--- src/rtl/handshake_requester.sv ---
// rtl/handshake_requester.sv - FIFO-buffered burst issuer for the request/accept/done handshake
// Optional macro DONE_TIMEOUT_EN: abort WAIT_DONE after TIMEOUT cycles with a timeout_err pulse.
module handshake_requester #(
    parameter int DATA_W    = 8,
    parameter int DEPTH     = 4,
    parameter int BURST_MAX = 4,
    parameter int TIMEOUT   = 16
) (
    input  logic              clk,
    input  logic              rst,
    input  logic              in_valid,
    output logic              in_ready,
    input  logic [DATA_W-1:0] in_data,
    output logic              request,
    input  logic              accept,
    input  logic              done,
    output logic              out_valid,
    output logic [DATA_W-1:0] out_data,
    output logic              busy,
    output logic              timeout_err
);
    localparam int AW = $clog2(DEPTH);
    localparam int CW = AW + 1;
    localparam int BW = $clog2(BURST_MAX + 1);

    if (DEPTH < 2 || (DEPTH & (DEPTH - 1)) != 0 || BURST_MAX < 1 || TIMEOUT < 1) begin : g_param_check
        $error("handshake_requester: illegal parameter set");
    end

    typedef enum logic [1:0] {IDLE, REQ, WAIT_DONE} state_t;
    state_t state, state_nxt;

    logic [DATA_W-1:0] mem [DEPTH];
    logic [AW-1:0]     wr_ptr, rd_ptr;
    logic [CW-1:0]     count;
    logic [BW-1:0]     beat;
    logic              push, pop, last_beat, abort;

    assign in_ready  = (count != CW'(DEPTH));
    assign push      = in_valid & in_ready;
    assign pop       = (state == REQ) & accept & (count != '0);
    // A push in the same cycle never extends the burst: the decision uses the registered count.
    assign last_beat = pop & ((beat == BW'(BURST_MAX - 1)) | (count == CW'(1)));
    assign busy      = (state != IDLE);

`ifdef DONE_TIMEOUT_EN
    localparam int TW = $clog2(TIMEOUT + 1);
    logic [TW-1:0] wait_cnt;

    // done in the expiry cycle wins over the abort.
    assign abort = (state == WAIT_DONE) & ~done & (wait_cnt == TW'(TIMEOUT - 1));

    always_ff @(posedge clk or posedge rst) begin
        if (rst) begin
            wait_cnt    <= '0;
            timeout_err <= 1'b0;
        end else begin
            timeout_err <= abort;
            if (state != WAIT_DONE) begin
                wait_cnt <= '0;
            end else begin
                wait_cnt <= wait_cnt + TW'(1);
            end
        end
    end
`else
    assign abort       = 1'b0;
    assign timeout_err = 1'b0;
`endif

    always_comb begin
        state_nxt = state;
        case (state)
            IDLE:      if (count != '0) state_nxt = REQ;
            REQ:       if (last_beat) state_nxt = WAIT_DONE;
            WAIT_DONE: if (done || abort) state_nxt = IDLE;
            default:   state_nxt = IDLE;
        endcase
    end

    always_ff @(posedge clk or posedge rst) begin
        if (rst) begin
            state     <= IDLE;
            request   <= 1'b0;
            out_valid <= 1'b0;
            out_data  <= '0;
            beat      <= '0;
        end else begin
            state     <= state_nxt;
            request   <= (state_nxt == REQ);
            out_valid <= pop;
            if (pop) begin
                out_data <= mem[rd_ptr];
            end
            if (state == IDLE) begin
                beat <= '0;
            end else if (pop) begin
                beat <= beat + BW'(1);
            end
        end
    end

    always_ff @(posedge clk or posedge rst) begin
        if (rst) begin
            wr_ptr <= '0;
            rd_ptr <= '0;
            count  <= '0;
        end else begin
            if (push) wr_ptr <= wr_ptr + AW'(1);
            if (pop)  rd_ptr <= rd_ptr + AW'(1);
            case ({push, pop})
                2'b10:   count <= count + CW'(1);
                2'b01:   count <= count - CW'(1);
                default: count <= count;
            endcase
        end
    end

    always_ff @(posedge clk) begin
        if (push) begin
            mem[wr_ptr] <= in_data;
        end
    end
endmodule

--- config.mk ---
export PLATFORM = sky130hd
export DESIGN_NAME = handshake_requester
export DESIGN_NICKNAME = d
export VERILOG_FILES = /design/src/rtl/handshake_requester.sv
export SDC_FILE = /design/constraint.sdc
export NUM_CORES = 1
export LEC_CHECK = 0
export ABC_AREA = 1
export CAP_MARGIN = 0
export CORE_MARGIN = 8
export CORE_UTILIZATION = 30
export DETAILED_ROUTE_END_ITERATION = 16
export GPL_TIMING_DRIVEN = 0
export PLACE_DENSITY = 0.54
export SYNTH_ARGS = -nofsm -noshare
export SYNTH_HDL_FRONTEND = slang
export SYNTH_SLANG_ARGS = --single-unit
--- constraint.sdc ---
create_clock -name clk -period 2.5 [get_ports clk]
set_clock_uncertainty 0.15 [all_clocks]
set_input_delay 0.25 -clock clk [delete_from_list [all_inputs] [get_ports clk]]
set_output_delay 0.25 -clock clk [all_outputs]
set_load 0.01 [all_outputs]
==> metrics.txt <==
total stage count of the critical path=5; Yosys reg bits=54; Core Region=slightly above 8000 um2; FMAX=444.6 MHz; Post-Synth XOR/XNOR Area=1.757%; post_cts resized=0; Critical Path End Type=register; Yosys top cell by area=edfxtp_1; CP arrival=approximately 2000 ps; clk_lat worst skew=310 ps; gr ovfl total=0; Top Ports=26; mux contribution to synthesized area=0%; syn nets=277; Post-CTS Hold Fix Bufs=0; initial core utilization=a little under a third; status=completed; Min-Delay Path Class=in -> async; Nets=roughly 310; Placed Area=between 2000 and 3000 um2; Synth Area in Adders=between 5 and 6%; vias in the first global route=around 1,700; Clock power frac=17.9%; DRT Wirelength=~5000 um; DIE WIDTH=roughly 110 um; routability cong.=0.7055; NetSw=0.001267 W; CP max-delay cell=nor2_1; first-pass GRT wire length=roughly 8400 um; MaxCap Viol Count=0; # diodes=0; Pint=between 0.002 and 0.0025 W; Post-CTS Setup Repair Bufs=0; initial drt markers=73; crit share post-route=between 80% and 90%; TritonRoute pass-1 iters=4; CTS clk-pin slew, worst paths=110 ps; compound-cell area share of the yosys netlist=under 10%; Seq/Total Area, Yosys=between 60% and 70%; Reg2Reg Depth=5; Pleak=around 1.4 nW; top cells by area, synth=edfxtp_1 (39%), dfrtp_1 (22%), nand2_1 (13%); CP cell instances=inv_1, ha_1, nand2_1, nand2_2, nor2_1; YS warnings=0; Slew Viols, Final=0; RSZ-0062 raised after global routing=no; DIE AREA=11,480 um2; Post-Synthesis Cell Area=between 2000 and 2500 um2; H-tree levels=2; IO buf count=24; WP data required=about 2300 ps; Max rail drop VDD=0.2380 mV; CTS root buf=clkbuf_8; CP top delay family=simple AND/OR/NAND/NOR gates; Mean Syn Cell Area=between 9 and 10 um2; launching element type of the critical path=register; post-route cell area=roughly 3000 um2; PwrDens=1140 nW/um2; post-layout min period=2249 ps; largest family of logic cells by synthesized area=simple AND/OR/NAND/NOR gates; Combinational Power Share=42.2%; Post-DP HPWL=between 3000 and 4000 um; post-synth top area share=38.55%; Post-Synth Simple-Gate Area=roughly a fifth; Setup CP Type=reg -> reg; Yosys cell types=24; clock sink total=54; final setup fails=0; routed vias=roughly 1,600; Critical Path Max Stage Delay=between 700 and 800 ps; power share of the sequential group=approximately 40%; post-DR wirelength/cell=12.77 um; Post-DRT Antenna Nets=0; layout cells sized above 1=8.070%; CTS Buf Count=5; Std-Cell Rows=33; initial antenna violation count=0; largest net degree at the start of global routing=23; height of the die=approximately 110 um; actual slew at the worst max-slew pin=between 900 and 1000 ps; Post-route DRC=0; Net Sw Frac=roughly 37%; endpoints failing hold=0; Mapped Cells=253; clk buf depth=2; P&R area growth vs syn=19.58%; vias per inst=4.174; CTS tree=done; worst rel slew slack=38.02%; critical path buffer and inverter count=1; GRT Total Usage=9.318%; CP Max Fanout=8; Sum Neg Setup Slack=0 ps
[per-layer routing]
layer	share of wire [%]	track usage, %
met1	45	10.79
met2	49	15.93
met3	4.4	2.579
met4	1.6	3.618
met5	0	0
[registers in the layout, summed over array words and instances (netlist names)]
signal,count
wr_ptr,2
count,3
out_valid,1
request,1
rd_ptr,2
state,2
out_data,8
beat,3
mem,32
[cells by family after synthesis]
group,Yosys count
buffers and inverters,60
AND/OR/NAND/NOR,117
XOR/XNOR,5
other,1
AO/OA/AOI/OAI,5
flip-flops,54
adder cells (fa/ha/maj),11
[power groups by stage]
stage | Sequential, W | Combinational [W] | Clock (W)
after floorplan | 0.00139 | 0.000939 | 0
after detailed placement | 0.00138 | 0.00146 | 0
after global placement | 0.00137 | 0.00144 | 0
after global routing | 0.00139 | 0.00163 | 0.000649
after CTS | 0.00136 | 0.00147 | 0.000620
final | 0.00136 | 0.00143 | 0.000607
[per-stage QoR]
stage | util [%] | power (W) | std cells | hold WS [ps] | setup WS, ps
final | 36.64 | 0.003397 | 390 | 267.8 | 250.8
after global routing | 36.64 | 0.003671 | 390 | 369.2 | 91.55
after CTS | 36.64 | 0.003450 | 390 | 312.4 | 194.3
after detailed placement | 35.21 | 0.002839 | 382 | 317.7 | 219.5
after global placement | 35.21 | 0.002809 | 382 | 314.6 | 215.7
after floorplan | - | 0.002325 | 253 | 89.23 | 499.8
[synthesized netlist by cell type (all sizes together)]
cell type	count
ha	11
dfrtp	22
nand3	23
a21o	1
xor2	3
a21oi	1
inv	52
buf	7
or2	1
edfxtp	32
o21ai	3
nand2	84
conb	1
nand4	1
xnor2	2
clkinv	1
nor2	8
[placed cells by master (no fill, tap or decap), types with 2 or more instances in the layout]
master	instances
buf_4	2
buf_6	5
clkbuf_8	5
clkdlybuf4s50_1	24
dfrtp_1	22
edfxtp_1	32
ha_1	11
inv_1	50
nand2_1	83
nand3_1	21
nand3_2	2
nor2_1	6
o21ai_0	3
xnor2_1	2
xor2_1	3
[layout make-up]
cell class                      instances  area, um2
Clock buffer                            5      68.82
Multi-Input combinational cell        139      708.2
Fill cell                             808       5154
Tap cell                              105      131.4
Clock inverter                          3      47.55
Buffer                                  7      71.32
Inverter                               53      201.4
Sequential cell                        54       1511
Timing Repair Buffer                   24      240.2
[worst paths after layout]
check	from	end	slack, ps
min in group clk	out_data[5]	out_data[5]	340
worst min register to register	out_data[5]	out_data[5]	340
worst max-delay path	count[0]	mem[3][7]	250
max in group asynchronous	rst	rd_ptr[1]	1380
worst min-delay path	rst	out_data[5]	270
worst max register to register	count[0]	mem[3][7]	250
Note: power is estimated with default switching activity, not from simulation.
